<file path="config.mk">
export PLATFORM = sky130hd
export DESIGN_NAME = mem_stage
export DESIGN_NICKNAME = d
export VERILOG_FILES = /design/src/rtl/mem_stage_pkg.sv /design/src/rtl/dmem_if_fsm.sv /design/src/rtl/mem_stage.sv
export SDC_FILE = /design/constraint.sdc
export NUM_CORES = 1
export LEC_CHECK = 0
export BUFFER_PORTS_ARGS = -buffer_cell sky130_fd_sc_hd__buf_2
export CORE_MARGIN = 3
export CORE_UTILIZATION = 45
export DETAILED_ROUTE_END_ITERATION = 7
export PLACE_DENSITY = 0.79
export SLEW_MARGIN = 25
export SYNTH_ARGS = -nofsm -noshare
export SYNTH_HDL_FRONTEND = slang
export SYNTH_HIERARCHICAL = 1
export SYNTH_SLANG_ARGS = --single-unit
</file>
<file path="constraint.sdc">
create_clock -name clk -period 1.92 [get_ports clk]
set_input_delay 0.384 -clock clk [delete_from_list [all_inputs] [get_ports clk]]
set_output_delay 0.384 -clock clk [all_outputs]
set_load 0.02 [all_outputs]
</file>
<file path="src/rtl/mem_stage_pkg.sv">
// Shared definitions for the memory stage: widths, dmem FSM state encoding and
// the halfword address alignment mask.
package mem_stage_pkg;

  localparam int DATA_W = 16;
  localparam int REG_W  = 4;

  localparam logic [15:0] ADDR_MASK = 16'hFFFE;

  typedef enum logic {
    IDLE   = 1'b0,
    ACCESS = 1'b1
  } mem_state_e;

endpackage

</file>
<file path="src/rtl/dmem_if_fsm.sv">
// Data-memory handshake controller: IDLE/ACCESS state, request/write-enable
// generation and the upstream stall.
module dmem_if_fsm
  import mem_stage_pkg::*;
(
  input  logic clk,
  input  logic rst,
  input  logic mem_op,
  input  logic is_store,
  input  logic dmem_ack,
  output logic dmem_req,
  output logic dmem_we,
  output logic stall_out
);

  mem_state_e state;

  always_ff @(posedge clk) begin
    if (rst) begin
      state <= IDLE;
    end else begin
      case (state)
        IDLE:    if (mem_op && !dmem_ack) state <= ACCESS;
        ACCESS:  if (dmem_ack || !mem_op) state <= IDLE;
        default: state <= IDLE;
      endcase
    end
  end

  // The request is raised in the same cycle the op appears in X/M; because X/M
  // holds while stalled, request, address and data stay stable through ACCESS.
  always_comb begin
    dmem_req  = mem_op && (state == IDLE || state == ACCESS);
    dmem_we   = dmem_req && is_store;
    stall_out = dmem_req && !dmem_ack;
  end

endmodule

</file>
<file path="src/rtl/mem_stage.sv">
// Memory stage of the 5-stage 16-bit pipeline: X/M and M/W registers, data
// memory access muxing and forwarding taps. `define MEM_STALL_CNT_EN adds a
// saturating stall-cycle counter.
module mem_stage #(
  parameter int DATA_W = mem_stage_pkg::DATA_W,
  parameter int REG_W  = mem_stage_pkg::REG_W
) (
  input  logic              clk,
  input  logic              rst,
  input  logic              ex_valid,
  input  logic [DATA_W-1:0] ex_alu_out,
  input  logic [DATA_W-1:0] ex_store_data,
  input  logic              ex_mem_read,
  input  logic              ex_mem_write,
  input  logic              ex_reg_write,
  input  logic [REG_W-1:0]  ex_dst_reg,
  input  logic [REG_W-1:0]  ex_rt,
  input  logic              ex_b_m2m,
  output logic              dmem_req,
  output logic              dmem_we,
  output logic [DATA_W-1:0] dmem_addr,
  output logic [DATA_W-1:0] dmem_wdata,
  input  logic              dmem_ack,
  input  logic [DATA_W-1:0] dmem_rdata,
  output logic              stall_out,
  output logic [DATA_W-1:0] xm_alu_out,
  output logic              xm_reg_write,
  output logic [REG_W-1:0]  xm_dst_reg,
  output logic [REG_W-1:0]  xm_rt,
  output logic              mw_valid,
  output logic              mw_reg_write,
  output logic [REG_W-1:0]  mw_dst_reg,
  output logic [DATA_W-1:0] mw_data
`ifdef MEM_STALL_CNT_EN
  ,
  input  logic              mem_stall_cnt_clr,
  output logic [15:0]       mem_stall_cnt
`endif
);

  import mem_stage_pkg::*;

  logic              xm_valid;
  logic              xm_mem_read;
  logic              xm_mem_write;
  logic              xm_b_m2m;
  logic [DATA_W-1:0] xm_store_data;

  logic mem_op;
  logic is_store;
  logic is_load;

  always_ff @(posedge clk) begin
    if (rst) begin
      xm_valid      <= 1'b0;
      xm_alu_out    <= '0;
      xm_store_data <= '0;
      xm_mem_read   <= 1'b0;
      xm_mem_write  <= 1'b0;
      xm_reg_write  <= 1'b0;
      xm_dst_reg    <= '0;
      xm_rt         <= '0;
      xm_b_m2m      <= 1'b0;
    end else if (!stall_out) begin
      xm_valid      <= ex_valid;
      xm_alu_out    <= ex_alu_out;
      xm_store_data <= ex_store_data;
      xm_mem_read   <= ex_mem_read;
      xm_mem_write  <= ex_mem_write;
      xm_reg_write  <= ex_reg_write;
      xm_dst_reg    <= ex_dst_reg;
      xm_rt         <= ex_rt;
      xm_b_m2m      <= ex_b_m2m;
    end
  end

  // Read+write together resolves to a store.
  assign mem_op   = xm_valid && (xm_mem_read || xm_mem_write);
  assign is_store = xm_mem_write;
  assign is_load  = xm_mem_read && !xm_mem_write;

  dmem_if_fsm u_fsm (
    .clk       (clk),
    .rst       (rst),
    .mem_op    (mem_op),
    .is_store  (is_store),
    .dmem_ack  (dmem_ack),
    .dmem_req  (dmem_req),
    .dmem_we   (dmem_we),
    .stall_out (stall_out)
  );

  assign dmem_addr  = xm_alu_out & ADDR_MASK;
  assign dmem_wdata = xm_b_m2m ? mw_data : xm_store_data;

  // M/W holds (no bubble) during a stall so M-to-M store data stays stable.
  always_ff @(posedge clk) begin
    if (rst) begin
      mw_valid     <= 1'b0;
      mw_reg_write <= 1'b0;
      mw_dst_reg   <= '0;
      mw_data      <= '0;
    end else if (!stall_out) begin
      mw_valid     <= xm_valid;
      mw_reg_write <= xm_valid && xm_reg_write && !is_store;
      mw_dst_reg   <= xm_dst_reg;
      mw_data      <= (xm_valid && is_load) ? dmem_rdata : xm_alu_out;
    end
  end

`ifdef MEM_STALL_CNT_EN
  always_ff @(posedge clk) begin
    if (rst || mem_stall_cnt_clr) begin
      mem_stall_cnt <= '0;
    end else if (stall_out && mem_stall_cnt != 16'hFFFF) begin
      mem_stall_cnt <= mem_stall_cnt + 16'd1;
    end
  end
`endif

endmodule

</file>
==> run_results.csv, run 1 <==
group,metric,value,unit
critical_path,worstSetupStartpoint,"xm_b_m2m$_SDFFE_PP0N_",
sta,slew_violations,0,
floorplan,dieArea,7590,µm²
logic_synthesis,yosysSeqAreaShare,45.3,%
logic_synthesis,yosys_warnings,6,
power,peakVddDrop,0.000454,V
layout,fin_nets,484,
logic_synthesis,ys.flop_type,"dfxtp_1",
routing,first_pass_iters,4,
sta,finClkSkew,0.00995,ns
place,port_buffers,144,
sta,setup-violations-final,0,
floorplan,rows,28,
critical_path,worstPathArrival,1.36,ns
sta,whs,0.280,ns
logic_synthesis,synth_fp_nets,358,
floorplan,start_util,48.3,%
routing,vias,2453,
critical_path,cp.required,1.54,ns
logic_synthesis,synth_edf_count,0,
logic_synthesis,async_reset_ff_share,0,%
routing,remaining_drc_errors,0,
sta,rsz0062_at_grt,"false",
clock_tree,postCtsSetupRepairBufs,0,
clock_tree,path_clk_slew,0.07,ns
clock_tree,cts_buffers,9,
sta,period_share,91.0,%
global_routing,track_usage,18.4,%
power,power_frac_comb,17.5,%
place,hpwl,5240,µm
critical_path,worst-setup-path-type,"flop to primary output",
global_routing,grt_pass1_vias,2281,
sta,fin_crit,1.75,ns
layout,largestRegisters,"mw_data (16), xm_alu_out (16), xm_store_data (16)",
power,power_frac_clock,33.4,%
place,place_congestion,0.791,
power,power_density,819,nW/µm²
layout,area_growth,28.8,%
power,p_sw,0.000857,W
routing,wire_per_inst,14.0,µm
layout,final_cell_area,3810,µm²
clock_tree,cts.repair.resized,0,
worst_hold_path,min_path_type,"input pin to flop",
place,placed_area,3640,µm²
clock_tree,insertion_delay,0.33,ns
place,place_inst,484,
clock_tree,cts-hold-fix-buffers,0,
layout,layout-drive-gt1-share,48.1,%
outcome,status,"completed",
critical_path,end_kind,"primary output",
logic_synthesis,avgSynthCellArea,10.1,µm²
clock_tree,cts_tree,"done",
critical_path,start_kind,"flop",
sta,fmaxAchievable,573,MHz
logic_synthesis,syn_inst,294,
floorplan,die_h,87.1,µm
power,leakagePower,1.77,nW
global_routing,grt_max_degree,50,
power,p_sw_share,27.4,%
layout,final_cell_count_no_fill,499,
logic_synthesis,ys_types,22,
routing,drtIter0Drc,107,
routing,antenna_left,0,
clock_tree,cts_root_buf,"clkbuf_8",
floorplan,core,6130,µm²
routing,vias_per_cell,4.92,
global_routing,grt_overflow,0,
floorplan,ioPinCount,146,
sta,hold_viol_final,0,
global_routing,grt_pass1_wl,10900,µm
power,pwr-share-seq,49.1,%
logic_synthesis,syn_area,2960,µm²
clock_tree,clock-sinks,67,
power,internal_power,0.00227,W
floorplan,die-width,87.1,µm
clock_tree,clockBufferDepth,2,
job,drv_cap,0,
layout,n_antenna_cell,0,
critical_path,path_max_fanout,9,
logic_synthesis,synth_seq_cells,67,
global_routing,antenna_found_initial,0,
layout,fill_cells,526,
sta,tns,0,ns
worst_hold_path,worstHoldStart,"ex_store_data[7]",
clock_tree,htree_num_levels,3,
critical_path,timing.rr.start,"xm_valid$_SDFFE_PP0N_",
routing,totalWireLength,6990,µm
[final timing paths]
kind                                                      end  slack (ns)  cells past startpoint
worst min-delay path            xm_store_data[7]$_SDFFE_PP0N_        0.28                      3
worst max register to register        mw_data[0]$_SDFFE_PP0N_        0.38                      5
worst min register to register       mw_data[14]$_SDFFE_PP0N_        0.48                      2
worst max-delay path                           dmem_wdata[11]        0.17                      3
[kinds of logic (layout without fill, tap and decap cells)]
family | Yosys count | after routing | share of synthesized area [%]
flip-flops | 67 | 67 | 45.3
other | 1 | 1 | 0.127
multiplexers | 66 | 66 | 23.0
AO/OA/AOI/OAI | 34 | 34 | 11.2
AND/OR/NAND/NOR | 72 | 72 | 10.1
buffers and inverters | 54 | 184 | 10.3
[synth_stat cells (2+ instances only)]
cell type  number  area (µm²)
a21oi_1         7        35.0
buf_4          19         143
dfxtp_1        67        1340
clkbuf_1        4        15.0
a21oi_2        10        87.6
nor2_1         51         191
buf_1           2        7.51
mux2_2         16         180
buf_2          12        60.1
nand2_1        16        60.1
a221oi_1        6        52.6
inv_1          16        60.1
mux2i_1        50         500
a221oi_2       10         150
[power by group through the flow]
| stage | Sequential, W | Combinational [W] | Clock (W) |
|---|---|---|---|
| 6_report | 0.00153 | 0.000546 | 0.00105 |
| 2_1_floorplan | 0.00162 | 0.000300 | 0 |
| 3_5_place_dp | 0.00156 | 0.000551 | 0 |
| 5_1_grt | 0.00154 | 0.000592 | 0.00115 |
| 4_1_cts | 0.00153 | 0.000552 | 0.00107 |
| 3_3_place_gp | 0.00156 | 0.000542 | 0 |
[metal layers]
| layer | wire (µm) | track usage [%] | vias up | share of wire [%] |
|---|---|---|---|---|
| met5 | 0 | 0 | - | 0 |
| met2 | 3530 | 30.5 | 69 | 50 |
| met3 | 384 | 3.31 | 10 | 5.5 |
| li1 | - | - | 1230 | - |
| met1 | 2970 | 23.3 | 1144 | 43 |
| met4 | 103 | 8.09 | 0 | 1.5 |
[area by class of cell]
| class | instances | area (µm²) | share of cell area [%] |
|---|---|---|---|
| multi-input combinational | 173 | 1320 | 34.5 |
| inverter | 16 | 60.1 | 1.57 |
| clock buffer | 13 | 169 | 4.43 |
| sequential | 67 | 1340 | 35.2 |
| clock inverter | 2 | 10.0 | 0.262 |
| tap | 75 | 93.8 | 2.46 |
| timing repair buffer | 153 | 826 | 21.6 |
[cells in the final DEF, fill, tap and decap left out, types with 7 or more instances in the layout]
| cell | count |
|---|---|
| a21oi_2 | 10 |
| a21oi_1 | 7 |
| inv_1 | 16 |
| nor2_1 | 51 |
| a221oi_2 | 10 |
| buf_2 | 144 |
| dfxtp_1 | 67 |
| mux2i_1 | 50 |
| clkbuf_8 | 12 |
| mux2_2 | 16 |
| nand2_1 | 16 |
[worst max-delay path: stages, from the launching register on]
cell and delay [ns]:
dfxtp_1 0.33, buf_4 0.19, mux2_2 0.35, buf_2 0.16
[per-stage QoR]
stage               worst slack [ns]  utilization (%)  total power [W]
finish                         0.174             62.2          0.00313
CTS                            0.159             62.2          0.00316
global placement               0.450             59.3          0.00210
floorplan                      0.340                -          0.00192
detailed placement             0.360             59.3          0.00212
global route                   0.104             62.2          0.00329
(Power assumes the default switching activity.)
==> run 2: changes to the inputs <==
==> constraint.sdc (replaced) <==
create_clock -name clk -period 2.1 [get_ports clk]
set_input_delay 0.42 -clock clk [delete_from_list [all_inputs] [get_ports clk]]
set_output_delay 0.42 -clock clk [all_outputs]
set_load 0.02 [all_outputs]
==> run 2 against run 1 <==
  * Final area rose by 0.20%
  * Global-route usage rose by 0.46 points
  * Sequential cell count did not move
  * Non-clock buffer count fell by 1
  * Via count rose by 0.53%
  * Die area did not move
  * Final cell count fell by 0.20%
  * Register-to-register slack improved by 0.13 ns
  * First-iteration DRC count fell by 35%
  * Critical path type unchanged
  * Critical endpoint is now stall_out
==> run_results.csv, run 2 (same netlist as run 1, synthesis figures left out) <==
group,metric,value,unit
outcome,status,"completed",
global_routing,grt_pass1_wl,11300,µm
global_routing,track_usage,18.8,%
sta,setup-violations-final,0,
critical_path,crit_end,"stall_out",
critical_path,timing.rr.start,"xm_valid$_SDFFE_PP0N_",
clock_tree,cts_root_buf,"clkbuf_8",
worst_hold_path,whs_path_depth,3,
layout,post-route-util,62.3,%
sta,slew_violations,0,
layout,final_cell_mix,"144 x buf_2, 67 x dfxtp_1, 51 x nor2_1",
sta,relSlewSlack,52.8,%
sta,worst_slew_pin_slew,0.706,ns
floorplan,die_h,87.1,µm
routing,antenna_left,0,
worst_hold_path,min_path_type,"input pin to flop",
layout,area_growth,29.1,%
global_routing,grt_overflow,0,
routing,remaining_drc_errors,0,
power,peakVddDrop,0.000477,V
sta,hold_viol_final,0,
place,hpwl,5260,µm
critical_path,cp_slowest_stage_delay,0.40,ns
clock_tree,cts_tree,"done",
critical_path,start_kind,"flop",
power,power_frac_clock,35.4,%
sta,period_share,84.9,%
sta,rsz0062_at_grt,"false",
sta,tns,0,ns
routing,wire_per_inst,14.3,µm
clock_tree,postCtsSetupRepairBufs,0,
layout,fin_nets,483,
floorplan,die-width,87.1,µm
place,place_congestion,0.833,
power,power_frac_comb,16.9,%
sta,fin_crit,1.78,ns
clock_tree,htree_num_levels,3,
critical_path,r2r-end,"mw_data[3]$_SDFFE_PP0N_",
clock_tree,cts_buffers,9,
sta,finClkSkew,0.00882,ns
clock_tree,clock-sinks,67,
clock_tree,insertion_delay,0.32,ns
job,drv_cap,0,
routing,totalWireLength,7100,µm
layout,layout-drive-gt1-share,47.8,%
critical_path,worstPathCellList,"o21a_1 -> nor2b_4 -> buf_2",
clock_tree,clockBufferDepth,2,
global_routing,grt_pass1_vias,2374,
routing,first_pass_iters,4,
floorplan,start_util,48.3,%
power,p_sw,0.000782,W
floorplan,dieArea,7590,µm²
critical_path,worstPathArrival,1.36,ns
clock_tree,cts.repair.resized,0,
place,placed_area,3630,µm²
floorplan,rows,28,
routing,drtIter0Drc,70,
critical_path,path_max_fanout,6,
place,port_buffers,144,
critical_path,worstSetupStartpoint,"xm_valid$_SDFFE_PP0N_",
layout,final_cell_area,3820,µm²
global_routing,antenna_found_initial,0,
power,internal_power,0.00216,W
clock_tree,cts-hold-fix-buffers,0,
critical_path,cp.required,1.68,ns
global_routing,grt_max_degree,43,
routing,vias,2466,
routing,vias_per_cell,4.95,
power,p_sw_share,26.5,%
power,pwr-share-seq,47.7,%
critical_path,cp_slowest_cell,"dfxtp_1",
power,power_density,770,nW/µm²
layout,n_antenna_cell,0,
power,leakagePower,1.77,nW
floorplan,ioPinCount,146,
sta,fmaxAchievable,561,MHz
clock_tree,path_clk_slew,0.06,ns
critical_path,worst-setup-path-type,"flop to primary output",
layout,largestRegisters,"mw_data (16), xm_alu_out (16), xm_store_data (16)",
critical_path,r2r_cells,5,
layout,layout_commonest_cell,"buf_2",
critical_path,end_kind,"primary output",
sta,whs,0.327,ns
floorplan,core,6130,µm²
critical_path,r2r_slack,0.51,ns
## run 2: cell types whose count changed in the layout (fill, tap and decap cells not counted)
cell,before,now
clkbuf_8,12,11
clkinv_2,2,1
buf_4,6,5
clkbuf_1,1,2
bufinv_16,0,1
## run 2: area by class of cell
cell class | instances | area, µm²
Clock buffer | 13 | 159
Clock inverter | 2 | 35.0
Fill cell | 524 | 2310
Inverter | 16 | 60.1
Multi-Input combinational cell | 173 | 1320
Sequential cell | 67 | 1340
Tap cell | 75 | 93.8
Timing Repair Buffer | 152 | 818
## run 2: worst max-delay path: cells and delay by family (launching register included)
family	cells	cell delay [ns]
flip-flops	1	0.40
AND/OR/NAND/NOR	1	0.24
buffers and inverters	1	0.20
AO/OA/AOI/OAI	1	0.19
## run 2: metal layers
metal | up-vias | global-route usage (%) | part of all wire [%]
met5 | - | 0 | 0
met4 | 0 | 9.34 | 2.9
met3 | 18 | 3.22 | 5.6
met2 | 75 | 31.6 | 50
met1 | 1152 | 23.2 | 41
li1 | 1221 | - | -
## run 2: power by group through the flow
stage | clock network [W] | registers [W] | logic (W)
after floorplan | 0 | 0.00149 | 0.000274
after global placement | 0 | 0.00143 | 0.000494
after detailed placement | 0 | 0.00143 | 0.000502
after CTS | 0.00107 | 0.00140 | 0.000504
after global routing | 0.00113 | 0.00141 | 0.000543
final | 0.00104 | 0.00140 | 0.000498
## run 2: worst min path at each step
stage / end / slack, ns / from
finish: xm_alu_out[4]$_SDFFE_PP0N_ / 0.33 / ex_alu_out[4]
floorplan: xm_store_data[0]$_SDFFE_PP0N_ / 0.46 / xm_store_data[0]$_SDFFE_PP0N_
global placement: xm_store_data[14]$_SDFFE_PP0N_ / 0.47 / xm_store_data[14]$_SDFFE_PP0N_
global route: xm_dst_reg[1]$_SDFFE_PP0N_ / 0.33 / ex_dst_reg[1]
detailed placement: mw_data[15]$_SDFFE_PP0N_ / 0.48 / mw_data[15]$_SDFFE_PP0N_
CTS: xm_alu_out[4]$_SDFFE_PP0N_ / 0.32 / ex_alu_out[4]
## run 2: through the flow
step                std cells  worst slack [ns]  power (W)
finish                    498             0.317    0.00295
floorplan                 294             0.520    0.00176
detailed placement        483             0.509    0.00193
global route              498             0.238    0.00309
CTS                       498             0.292    0.00298
global placement          483             0.632    0.00192
